File: src/rtl/mem_stage_ctrl_pkg.sv
// Shared definitions for the memory-stage controller: opcode constants,
// the controller state encoding and the 16-bit datapath word type.
package mem_stage_ctrl_pkg;

    localparam logic [3:0] OP_LW = 4'b0100;
    localparam logic [3:0] OP_SW = 4'b0101;

    typedef logic [15:0] word_t;

    typedef enum logic {
        ST_IDLE   = 1'b0,
        ST_ACCESS = 1'b1
    } state_t;

    // A load is recognised purely by its opcode field.
    function automatic logic is_load(input word_t ir);
        return ir[15:12] == OP_LW;
    endfunction

endpackage

File: src/rtl/mem_wb_reg.sv
// MEM/WB pipeline boundary register. Loads a new bundle on i_load, drops
// valid once the consumer takes it, and holds everything while stalled.
module mem_wb_reg
    import mem_stage_ctrl_pkg::*;
(
    input  logic  clk,
    input  logic  rst_n,
    input  logic  i_load,
    input  logic  i_ready,
    input  word_t i_ir,
    input  word_t i_wb_data,
    input  logic  i_reg_wr_en,
    input  logic  i_carry,
    input  logic  i_zero,
    output logic  o_valid,
    output word_t o_ir,
    output word_t o_wb_data,
    output logic  o_reg_wr_en,
    output logic  o_carry,
    output logic  o_zero
);

    logic  r_valid;
    word_t r_ir;
    word_t r_wb_data;
    logic  r_reg_wr_en;
    logic  r_carry;
    logic  r_zero;

    // Bundle register: load wins over consume; otherwise hold on stall.
    always_ff @(posedge clk or negedge rst_n) begin
        if (!rst_n) begin
            r_valid     <= 1'b0;
            r_ir        <= '0;
            r_wb_data   <= '0;
            r_reg_wr_en <= 1'b0;
            r_carry     <= 1'b0;
            r_zero      <= 1'b0;
        end else if (i_load) begin
            r_valid     <= 1'b1;
            r_ir        <= i_ir;
            r_wb_data   <= i_wb_data;
            r_reg_wr_en <= i_reg_wr_en;
            r_carry     <= i_carry;
            r_zero      <= i_zero;
        end else if (r_valid && i_ready) begin
            r_valid <= 1'b0;
        end
    end

    assign o_valid     = r_valid;
    assign o_ir        = r_ir;
    assign o_wb_data   = r_wb_data;
    assign o_reg_wr_en = r_reg_wr_en;
    assign o_carry     = r_carry;
    assign o_zero      = r_zero;

endmodule

File: src/rtl/mem_stage_ctrl.sv
// Memory-stage controller: takes the EX/MEM bundle, runs loads/stores over a
// variable-latency req/ack data-memory port and registers the MEM/WB bundle.
// Optional ack watchdog with dmem_err output: define MEM_STAGE_TIMEOUT_EN.
module mem_stage_ctrl
    import mem_stage_ctrl_pkg::*;
#(
    parameter int ADDR_W         = 16,
    parameter int TIMEOUT_CYCLES = 64
) (
    input  logic              clk,
    input  logic              rst,
    input  logic              in_valid,
    output logic              in_ready,
    input  logic [15:0]       IR_in,
    input  logic [15:0]       D1_in,
    input  logic [15:0]       alu_out_in,
    input  logic              reg_wr_en_in,
    input  logic              mem_wr_en_in,
    input  logic              carryin,
    input  logic              zeroin,
    output logic              dmem_req,
    output logic              dmem_we,
    output logic [ADDR_W-1:0] dmem_addr,
    output logic [15:0]       dmem_wdata,
`ifdef MEM_STAGE_TIMEOUT_EN
    output logic              dmem_err,
`endif
    input  logic              dmem_ack,
    input  logic [15:0]       dmem_rdata,
    output logic              out_valid,
    input  logic              out_ready,
    output logic [15:0]       IR_out,
    output logic [15:0]       wb_data_out,
    output logic              reg_wr_en_out,
    output logic              carryout,
    output logic              zeroout
);

    state_t            r_state;
    logic              r_req;
    logic              r_we;
    logic [ADDR_W-1:0] r_addr;
    word_t             r_wdata;
    word_t             r_cap_ir;
    word_t             r_cap_alu;
    logic              r_cap_rw;
    logic              r_cap_c;
    logic              r_cap_z;

    logic  w_out_valid;
    logic  w_out_free;
    logic  w_capture;
    logic  w_is_mem;
    logic  w_ack_done;
    logic  w_timeout;
    logic  w_access_end;
    logic  w_emit;
    word_t w_nx_ir;
    word_t w_nx_wb;
    logic  w_nx_rw;
    logic  w_nx_c;
    logic  w_nx_z;

    // Upstream may only hand over a bundle when no access is outstanding
    // and the output slot is empty or being drained this cycle.
    assign w_out_free   = !w_out_valid || out_ready;
    assign in_ready     = rst && (r_state == ST_IDLE) && w_out_free;
    assign w_capture    = in_valid && in_ready;
    assign w_is_mem     = mem_wr_en_in || is_load(IR_in);
    assign w_ack_done   = (r_state == ST_ACCESS) && dmem_ack;
    assign w_access_end = w_ack_done || w_timeout;
    assign w_emit       = (w_capture && !w_is_mem) || w_access_end;

`ifdef MEM_STAGE_TIMEOUT_EN
    localparam int                 TMO_W    = $clog2(TIMEOUT_CYCLES + 1);
    localparam logic [TMO_W-1:0]   TMO_LAST = TMO_W'(TIMEOUT_CYCLES - 1);

    logic [TMO_W-1:0] r_tmo_cnt;
    logic             r_err;

    assign w_timeout = (r_state == ST_ACCESS) && !dmem_ack && (r_tmo_cnt == TMO_LAST);
    assign dmem_err  = r_err;

    // Watchdog: counts ACCESS cycles without ack; dmem_err pulses once on expiry.
    always_ff @(posedge clk or negedge rst) begin
        if (!rst) begin
            r_tmo_cnt <= '0;
            r_err     <= 1'b0;
        end else begin
            r_err <= w_timeout;
            if (r_state != ST_ACCESS) begin
                r_tmo_cnt <= '0;
            end else if (!dmem_ack) begin
                r_tmo_cnt <= r_tmo_cnt + 1'b1;
            end
        end
    end
`else
    assign w_timeout = 1'b0;
`endif

    // Next MEM/WB bundle: straight from the inputs for ALU ops, from the
    // captured bundle plus read data when an access completes.
    always_comb begin
        // NOTE: every output of this block is given a default first so no
        // path leaves a value unassigned, which would infer a latch.
        w_nx_ir = IR_in;
        w_nx_wb = alu_out_in;
        w_nx_rw = reg_wr_en_in;
        w_nx_c  = carryin;
        w_nx_z  = zeroin;
        if (r_state == ST_ACCESS) begin
            w_nx_ir = r_cap_ir;
            w_nx_c  = r_cap_c;
            w_nx_z  = r_cap_z;
            if (w_timeout || r_we) begin
                // Stores and abandoned accesses never write the register file.
                w_nx_wb = r_cap_alu;
                w_nx_rw = 1'b0;
            end else begin
                w_nx_wb = dmem_rdata;
                w_nx_rw = r_cap_rw;
                w_nx_z  = (dmem_rdata == 16'h0000);
            end
        end
    end

    // Access FSM: launches the memory request and holds it stable until ack.
    always_ff @(posedge clk or negedge rst) begin
        // NOTE: state registers use non-blocking assignment so every flop
        // samples the pre-edge values, independent of statement order.
        if (!rst) begin
            r_state   <= ST_IDLE;
            r_req     <= 1'b0;
            r_we      <= 1'b0;
            r_addr    <= '0;
            r_wdata   <= '0;
            r_cap_ir  <= '0;
            r_cap_alu <= '0;
            r_cap_rw  <= 1'b0;
            r_cap_c   <= 1'b0;
            r_cap_z   <= 1'b0;
        end else begin
            case (r_state)
                ST_IDLE: begin
                    if (w_capture && w_is_mem) begin
                        r_state   <= ST_ACCESS;
                        r_req     <= 1'b1;
                        r_we      <= mem_wr_en_in;
                        r_addr    <= alu_out_in[ADDR_W-1:0];
                        r_wdata   <= D1_in;
                        r_cap_ir  <= IR_in;
                        r_cap_alu <= alu_out_in;
                        r_cap_rw  <= reg_wr_en_in;
                        r_cap_c   <= carryin;
                        r_cap_z   <= zeroin;
                    end
                end
                ST_ACCESS: begin
                    if (w_access_end) begin
                        r_state <= ST_IDLE;
                        r_req   <= 1'b0;
                    end
                end
            endcase
        end
    end

    assign dmem_req   = r_req;
    assign dmem_we    = r_we;
    assign dmem_addr  = r_addr;
    assign dmem_wdata = r_wdata;
    assign out_valid  = w_out_valid;

    mem_wb_reg u_mem_wb (
        .clk         (clk),
        .rst_n       (rst),
        .i_load      (w_emit),
        .i_ready     (out_ready),
        .i_ir        (w_nx_ir),
        .i_wb_data   (w_nx_wb),
        .i_reg_wr_en (w_nx_rw),
        .i_carry     (w_nx_c),
        .i_zero      (w_nx_z),
        .o_valid     (w_out_valid),
        .o_ir        (IR_out),
        .o_wb_data   (wb_data_out),
        .o_reg_wr_en (reg_wr_en_out),
        .o_carry     (carryout),
        .o_zero      (zeroout)
    );

endmodule
File: config.mk
export PLATFORM = sky130hd
export DESIGN_NAME = mem_stage_ctrl
export DESIGN_NICKNAME = d
export VERILOG_FILES = /design/src/rtl/mem_stage_ctrl_pkg.sv /design/src/rtl/mem_wb_reg.sv /design/src/rtl/mem_stage_ctrl.sv
export SDC_FILE = /design/constraint.sdc
export NUM_CORES = 1
export LEC_CHECK = 0
export BUFFER_PORTS_ARGS = -buffer_cell sky130_fd_sc_hd__buf_2
export CORE_MARGIN = 10
export CORE_UTILIZATION = 41
export DETAILED_ROUTE_END_ITERATION = 8
export PLACE_DENSITY = 0.78
export SETUP_SLACK_MARGIN = 0.05
export SLEW_MARGIN = 5
export SYNTH_ARGS = -nofsm -noshare
export SYNTH_HDL_FRONTEND = slang
export SYNTH_SLANG_ARGS = --single-unit
File: constraint.sdc
create_clock -name clk -period 4.64 [get_ports clk]
set_input_delay 0.928 -clock clk [delete_from_list [all_inputs] [get_ports clk]]
set_output_delay 0.928 -clock clk [all_outputs]
set_load 0.03 [all_outputs]
==> results of run 1 <==
==> metal layers <==
metal  track usage, %  vias up
met2             22.5      105
met3             4.96       12
met4             5.42        0
li1                 -     1307
met1             16.2     1327
met5                0        -
==> sequential cells by signal (all words and copies together) (netlist names) <==
| name | flops |
|---|---|
| r_state | 1 |
| dmem_wdata | 16 |
| r_cap_ir | 16 |
| r_cap_alu | 16 |
| r_cap_rw | 1 |
| u_mem_wb.o_wb_data | 16 |
| u_mem_wb.o_reg_wr_en | 1 |
| dmem_we | 1 |
| r_cap_c | 1 |
| r_cap_z | 1 |
| dmem_req | 1 |
| u_mem_wb.o_valid | 1 |
| u_mem_wb.o_zero | 1 |
| u_mem_wb.o_carry | 1 |
| u_mem_wb.o_ir | 16 |
==> area by class of cell <==
class                           instances  area, sq um  share of cell area, %
Antenna cell                            1         2.50                 0.0504
Clock buffer                           10          128                   2.57
Clock inverter                          6         43.8                  0.882
Inverter                                1         3.75                 0.0756
Multi-Input combinational cell        177         1640                   32.9
Sequential cell                        90         2250                   45.4
Tap cell                              133          166                   3.35
Timing Repair Buffer                  145          733                   14.8
==> power breakdown <==
group,internal (mW),switching (mW),total [mW]
combinational,0.409,0.697,1.11
clock,0.194,0.275,0.470
sequential,1.04,0.151,1.19
==> kinds of logic (layout without fill, tap and decap cells) <==
family	count (synthesis)	in the layout	synth area share, %
multiplexers	117	117	32.3
flip-flops	90	90	56.0
AND/OR/NAND/NOR	35	35	4.45
AO/OA/AOI/OAI	25	25	3.98
buffers and inverters	18	162	3.33
other	0	1	0
==> cell usage in the layout (no fill, tap or decap), drive strengths merged <==
master      n
diode       1
a221oi      1
clkinvlp    4
and3        1
nand2       5
or2         1
buf       145
mux2i      16
o21a        1
a21oi      16
clkinv      2
nor2       19
and4        2
nor3        1
a32o        1
nand4       1
o21ai       2
dfrtp      90
nor4b       1
mux2      101
clkbuf     10
nand2b      1
inv         1
nor4        3
o211ai      1
a22o        2
o31ai       1
==> worst paths after layout <==
| kind | startpoint | endpoint | slack (ns) | cells after the start |
|---|---|---|---|---|
| min | rst | r_cap_z | 0.46 | 1 |
| min reg2reg | u_mem_wb.o_wb_data[14] | u_mem_wb.o_wb_data[14] | 0.48 | 1 |
| max in group asynchronous | rst | r_state | 2.99 | 2 |
| min in group clk | u_mem_wb.o_wb_data[14] | u_mem_wb.o_wb_data[14] | 0.48 | 1 |
| max reg2reg | r_state | u_mem_wb.o_carry | 2.40 | 4 |
| max | dmem_we | dmem_we | 1.97 | 1 |
==> impl_metrics.csv, run 1 <==
group,metric,value,unit
final_layout,syn_to_final_growth,23.5,%
clocking,insertion_delay,0.35,ns
timing,rsz0062_at_grt,"no",
drt,viasPerCell,4.89,
clocking,holdBufCountCts,0,
global_route,gr-total-overflow,0,
place,gp_congestion,0.740,
clocking,cts_buffer_depth,2,
logic_synthesis,synth-edff-count,0,
hold_path,hp-class,"input port to async pin",
place,dpl.cell_count,546,
logic_synthesis,synthesis.area,4020,sq um
drt,wl_per_cell,17.1,microns
critical_path,endpoint_kind,"output port",
timing,holdWs,0.455,ns
floorplanning,die_area,14200,sq um
critical_path,critical-path-max-stage-delay,1.04,ns
clocking,clk_root_buffer_cell,"clkbuf_8",
timing,fmax,374,MHz
final_layout,drive_gt1_share,56.2,%
clocking,cts_sinks,90,
floorplanning,die_y,119,microns
power,leakagePower,2.37,nW
drt,ant_nets,0,
critical_path,critPathArrivalTime,1.75,ns
logic_synthesis,synth_async_sr_flop_share,100,%
timing,setup_ws,1.97,ns
clocking,cts_tree,"done",
drt,top_layer_used,"met4",
drt,num_vias,2751,
logic_synthesis,synth_top_cell_area_share,56.0,%
drt,wl_met1,4140,microns
logic_synthesis,synth_warnings,0,
logic_synthesis,yosysMostFrequentCell,"dfrtp_1",
drt,wl_met2,4520,microns
global_route,grt_pass1_vias,2975,
drt,postRouteWirelength,9610,microns
floorplanning,die_w,119,microns
clocking,cts_setup_buffers,0,
logic_synthesis,yosysUniqueCellTypes,28,
power,irDropWorstVdd,0.217,mV
status,outcome,"completed",
logic_synthesis,synth-main-ff-cell,"dfrtp_1",
final_layout,stdcell_area,4970,sq um
place,dpl.hpwl,7120,microns
timing,hold_violations,0,
drt,drc,0,
logic_synthesis,avgSynthCellArea,14.1,sq um
timing,setup_viol,0,
logic_synthesis,syn_inst,285,
drt,wl_met3,791,microns
drt,first_iter_violations,67,
timing,period_share,57.6,%
floorplanning,num_rows,36,
place,pre_cts_slack,1.63,ns
place,port_buffers,143,
floorplanning,core_area,9680,sq um
power,power_density,557,nW/um^2
timing,worst_pin_slew,1.14,ns
critical_path,timing.critical_path.buf_inv,1,
logic_synthesis,seq_area_frac_synth,56.0,%
drt,first_pass_iters,4,
global_route,grt_max_degree,71,
final_layout,fin_util,51.3,%
global_route,grt.total_usage,13.8,%
final_layout,n_fill_cell,852,
global_route,antenna_found_initial,1,
timing,slew-limit-headroom,23.6,%
clocking,ctsResizeCount,0,
floorplanning,pin_count,144,
timing,fin_crit,2.67,ns
critical_path,critPathRequiredTime,3.71,ns
clocking,cts_buffers,9,
timing,tns,0,ns
logic_synthesis,yosysTopAreaCell,"dfrtp_1",
critical_path,crit_family,"flip-flops",
timing,finClkSkew,0.00692,ns
floorplanning,initial_core_util,41.5,%
logic_synthesis,syn-num-nets,358,
final_layout,fin_nets,497,
global_route,grt_pass1_wl,15800,microns
critical_path,crit_slowest_cell,"dfrtp_1",
critical_path,cp-start-kind,"flip-flop",
clocking,clk_pin_slew,0.09,ns
place,post_dp_cell_area,4790,sq um
timing,slew_violations,0,
critical_path,worstSetupPathType,"flip-flop to output port",
logic_synthesis,ys_top_cells_by_count,"dfrtp_1 (90), mux2_2 (77), mux2_1 (24)",
logic_synthesis,synth_area_leaders,"dfrtp_1 (56%), mux2_2 (22%), mux2_1 (6.7%)",
critical_path,crit_fanout,21,
power,finalPower,2.77,mW
final_layout,final_cells,563,
logic_synthesis,ys_ff_latch,90,
job,maxCapViolations,0,
critical_path,path_cells,"buf_2",
clocking,ctsHtreeMaxLevel,3,
Power figures use the tool's default switching activity.
==> run 2: changes to the inputs <==
- clock period: 4.64 -> 2.53 ns (I/O delays scaled with it)
==> impl_metrics.csv, run 2 (same netlist as run 1, synthesis figures left out) <==
group,metric,value,unit
clocking,holdBufCountCts,0,
place,post_dp_cell_area,4850,sq um
floorplanning,die_w,119,microns
place,port_buffers,143,
timing,slew_violations,0,
final_layout,fin_nets,503,
timing,period_share,82.4,%
critical_path,critPathRequiredTime,2.76,ns
floorplanning,die_y,119,microns
drt,drc,0,
critical_path,ff2ff_path_depth,5,
power,finalPower,5.30,mW
clocking,cts_setup_buffers,0,
critical_path,critPathArrivalTime,2.31,ns
critical_path,cp-start-kind,"flip-flop",
clocking,cts_sinks,90,
status,outcome,"completed",
drt,postRouteWirelength,9900,microns
clocking,cts_buffer_depth,2,
floorplanning,pin_count,144,
clocking,clk_pin_slew,0.08,ns
clocking,ctsResizeCount,0,
timing,finClkSkew,0.00810,ns
timing,setup_viol,0,
drt,first_pass_iters,4,
timing,worst_pin_slew,0.629,ns
clocking,clk_root_buffer_cell,"clkbuf_8",
floorplanning,num_rows,36,
drt,wl_per_cell,17.4,microns
timing,tns,0,ns
global_route,grt_pass1_wl,15800,microns
critical_path,endpoint_kind,"flip-flop",
final_layout,antenna_cells,0,
timing,fmax,480,MHz
power,leakagePower,2.44,nW
drt,num_vias,2786,
place,gp_congestion,0.779,
drt,viasPerCell,4.90,
final_layout,stdcell_area,5070,sq um
critical_path,worstSetupPathType,"flip-flop to flip-flop",
final_layout,final_cell_mix,"buf_2 (142), dfrtp_1 (89), mux2_2 (77)",
critical_path,worstReg2RegEnd,"u_mem_wb.o_ir[6]",
job,maxCapViolations,0,
floorplanning,initial_core_util,41.5,%
clocking,ctsHtreeMaxLevel,3,
hold_path,hp-class,"input port to async pin",
clocking,cts_tree,"done",
final_layout,syn_to_final_growth,26.0,%
drt,first_iter_violations,102,
global_route,grt_pass1_vias,3066,
place,dpl.hpwl,7570,microns
global_route,grt_max_degree,52,
final_layout,drive_gt1_share,56.8,%
timing,hold_violations,0,
power,irDropWorstVdd,0.411,mV
timing,holdWs,0.260,ns
global_route,gr-total-overflow,0,
floorplanning,die_area,14200,sq um
global_route,antenna_found_initial,0,
final_layout,layout_commonest_cell,"buf_2",
global_route,grt.total_usage,13.9,%
critical_path,reg2reg_from,"r_state",
critical_path,setup.worst_path.start,"r_state",
timing,fin_crit,2.08,ns
drt,ant_nets,0,
critical_path,crit_fanout,51,
final_layout,fin_util,52.4,%
clocking,cts_buffers,9,
timing,rsz0062_at_grt,"no",
critical_path,r2r_slack,0.45,ns
power,power_density,1050,nW/um^2
timing,slew-limit-headroom,58.1,%
floorplanning,core_area,9680,sq um
clocking,insertion_delay,0.35,ns
[run 2: changes by cell type in the layout (fill, tap and decap cells not counted)]
cell | before | now
buf_12 | 0 | 1
buf_4 | 3 | 8
bufinv_16 | 0 | 2
clkbuf_8 | 9 | 10
clkinv_2 | 1 | 2
clkinv_4 | 1 | 0
clkinvlp_4 | 4 | 1
diode_2 | 1 | 0
[run 2: how the worst max path moves through the flow]
stage | endpoint | slack (ns) | cells past startpoint
2_1_floorplan | u_mem_wb.o_ir[10] | 0.72 | 6
3_3_place_gp | dmem_wdata[6] | 0.42 | 6
3_5_place_dp | dmem_wdata[2] | 0.38 | 6
4_1_cts | u_mem_wb.o_ir[6] | 0.40 | 5
5_1_grt | u_mem_wb.o_ir[14] | 0.31 | 5
6_report | u_mem_wb.o_ir[6] | 0.45 | 5
[run 2: metal layers]
layer / routed length, microns / vias to the layer above / GRT usage, % / part of all wire (%)
met5: 0 / - / 0 / 0
met4: 79 / 0 / 5.73 / 0.80
met3: 762 / 6 / 4.63 / 7.7
met2: 4900 / 95 / 23.0 / 50
met1: 4150 / 1370 / 16.2 / 42
li1: - / 1315 / - / -
[run 2: worst max-delay path, cell delays in order, from the launching register on]
cell and delay, ns:
dfrtp_2 0.36, buf_4 0.48, nand2_1 0.29, o21ai_4 0.13, buf_4 0.32, mux2_1 0.37
[run 2: where the power goes]
part	switching, mW	internal, mW	leakage, nW
logic	1.31	0.761	1.26
registers	0.257	1.91	1.07
clock network	0.490	0.581	0.109
[run 2: stage by stage]
stage	setup slack (ns)	instances
finish	0.446	568
global route	0.310	568
CTS	0.399	568
detailed placement	0.383	552
global placement	0.422	552
floorplan	0.718	285
[run 2: area by class of cell]
class                   instances  area [sq um]
multi-input cells             177          1640
repair buffers                151           791
fillers                       867          4610
flip-flops and latches         90          2250
well taps                     133           166
inverters                       1          3.75
clock buffers                  11           141
clock inverters                 5          77.6
==> run 3: changes to the inputs <==
- clock period: 2.53 -> 2.1 ns (I/O delays scaled with it)
==> impl_metrics.csv, run 3 (same netlist as run 1, synthesis figures left out) <==
group,metric,value,unit
critical_path,cp-start-kind,"flip-flop",
job,maxCapViolations,0,
global_route,antenna_found_initial,1,
final_layout,layout_commonest_cell,"buf_2",
power,finalPower,6.44,mW
clocking,ctsHtreeMaxLevel,3,
timing,slew_violations,0,
drt,first_iter_violations,117,
clocking,cts_setup_buffers,0,
critical_path,crit_fanout,25,
timing,rsz0062_at_grt,"no",
critical_path,critPathRequiredTime,2.33,ns
floorplanning,core_area,9680,sq um
global_route,grt_max_degree,91,
drt,wl_per_cell,17.5,microns
drt,num_vias,2803,
floorplanning,die_y,119,microns
global_route,grt_pass1_vias,3176,
drt,wl_met3,977,microns
floorplanning,pin_count,144,
critical_path,endpoint_kind,"flip-flop",
place,gp_congestion,0.792,
final_layout,stdcell_area,5100,sq um
timing,finClkSkew,0.0101,ns
critical_path,critPathArrivalTime,2.00,ns
power,irDropWorstVdd,0.591,mV
status,outcome,"completed",
timing,period_share,84.4,%
timing,tns,0,ns
drt,ant_nets,0,
place,port_buffers,143,
clocking,cts_sinks,90,
drt,drc,0,
final_layout,fin_nets,505,
drt,postRouteWirelength,10000,microns
timing,setup_viol,0,
timing,worst_pin_slew,0.478,ns
drt,top_layer_used,"met4",
drt,first_pass_iters,4,
timing,slew-limit-headroom,68.1,%
global_route,gr-total-overflow,0,
clocking,cts_buffers,9,
hold_path,hp-class,"input port to async pin",
drt,wl_met2,4990,microns
floorplanning,die_w,119,microns
clocking,clk_root_buffer_cell,"clkbuf_8",
clocking,holdBufCountCts,0,
timing,hold_violations,0,
timing,fmax,564,MHz
place,dpl.hpwl,7730,microns
clocking,clk_pin_slew,0.09,ns
drt,wl_met1,3900,microns
timing,fin_crit,1.77,ns
global_route,grt.total_usage,14.2,%
power,leakagePower,2.45,nW
power,power_density,1260,nW/um^2
clocking,cts_tree,"done",
final_layout,syn_to_final_growth,26.9,%
final_layout,final_cell_mix,"buf_2 (142), dfrtp_1 (89), mux2_2 (77)",
clocking,ctsResizeCount,0,
drt,viasPerCell,4.91,
clocking,insertion_delay,0.35,ns
floorplanning,initial_core_util,41.5,%
final_layout,drive_gt1_share,56.5,%
global_route,grt_pass1_wl,16400,microns
clocking,cts_buffer_depth,2,
floorplanning,die_area,14200,sq um
place,post_dp_cell_area,4880,sq um
floorplanning,num_rows,36,
critical_path,worstSetupPathType,"flip-flop to flip-flop",
==> run 3: changes by cell type in the layout (fill, tap and decap cells not counted) <==
cell        before  now
diode_2          0    1
buf_4            8    9
clkbuf_1         1    3
clkbuf_8        10   11
buf_12           1    2
clkinvlp_4       1    0
clkinv_2         2    0
==> run 3: path summary, 6_finish.rpt <==
| path | cells after the start | slack [ns] | endpoint | startpoint |
|---|---|---|---|---|
| max reg2reg | 5 | 0.33 | u_mem_wb.o_wb_data[4] | r_state |
| min | 2 | 0.14 | dmem_we | rst |
| max in group asynchronous | 2 | 1.58 | r_cap_ir[3] | rst |
| min in group clk | 2 | 0.25 | r_state | dmem_ack |
| min reg2reg | 2 | 0.48 | dmem_req | dmem_req |
| max | 5 | 0.33 | u_mem_wb.o_wb_data[4] | r_state |
==> run 3: final cells by class <==
| class | count | area (sq um) |
|---|---|---|
| fillers | 857 | 4580 |
| diodes | 1 | 2.50 |
| repair buffers | 153 | 818 |
| well taps | 133 | 166 |
| multi-input cells | 177 | 1640 |
| flip-flops and latches | 90 | 2250 |
| clock buffers | 14 | 163 |
| inverters | 1 | 3.75 |
| clock inverters | 2 | 60.1 |
==> run 3: worst max-delay path, stage by stage (launching register included) <==
cell     delay (ns)
dfrtp_2        0.37
buf_4          0.32
nand2_1        0.24
o21ai_4        0.12
buf_4          0.24
mux2_2         0.36
==> run 3: power breakdown <==
| group | leakage (nW) | switching (mW) | internal (mW) |
|---|---|---|---|
| Sequential | 1.07 | 0.301 | 2.30 |
| Clock | 0.111 | 0.559 | 0.738 |
| Combinational | 1.28 | 1.61 | 0.929 |
| Total | 2.45 | 2.47 | 3.97 |
==> run 3: routing by layer <==
metal / up-vias / GRT usage [%]
met3: 10 / 5.90
met5: - / 0
met2: 103 / 24.6
met4: 0 / 5.04
li1: 1316 / -
met1: 1374 / 15.3
==> run 3: per-stage QoR <==
stage               setup slack, ns  util (%)  std cells  hold slack, ns
floorplan                     0.333         -        285           0.124
global placement              0.251      50.4        554           0.460
detailed placement            0.216      50.4        554           0.469
CTS                           0.300      52.7        570           0.157
global route                  0.179      52.7        570           0.182
finish                        0.327      52.7        571           0.137
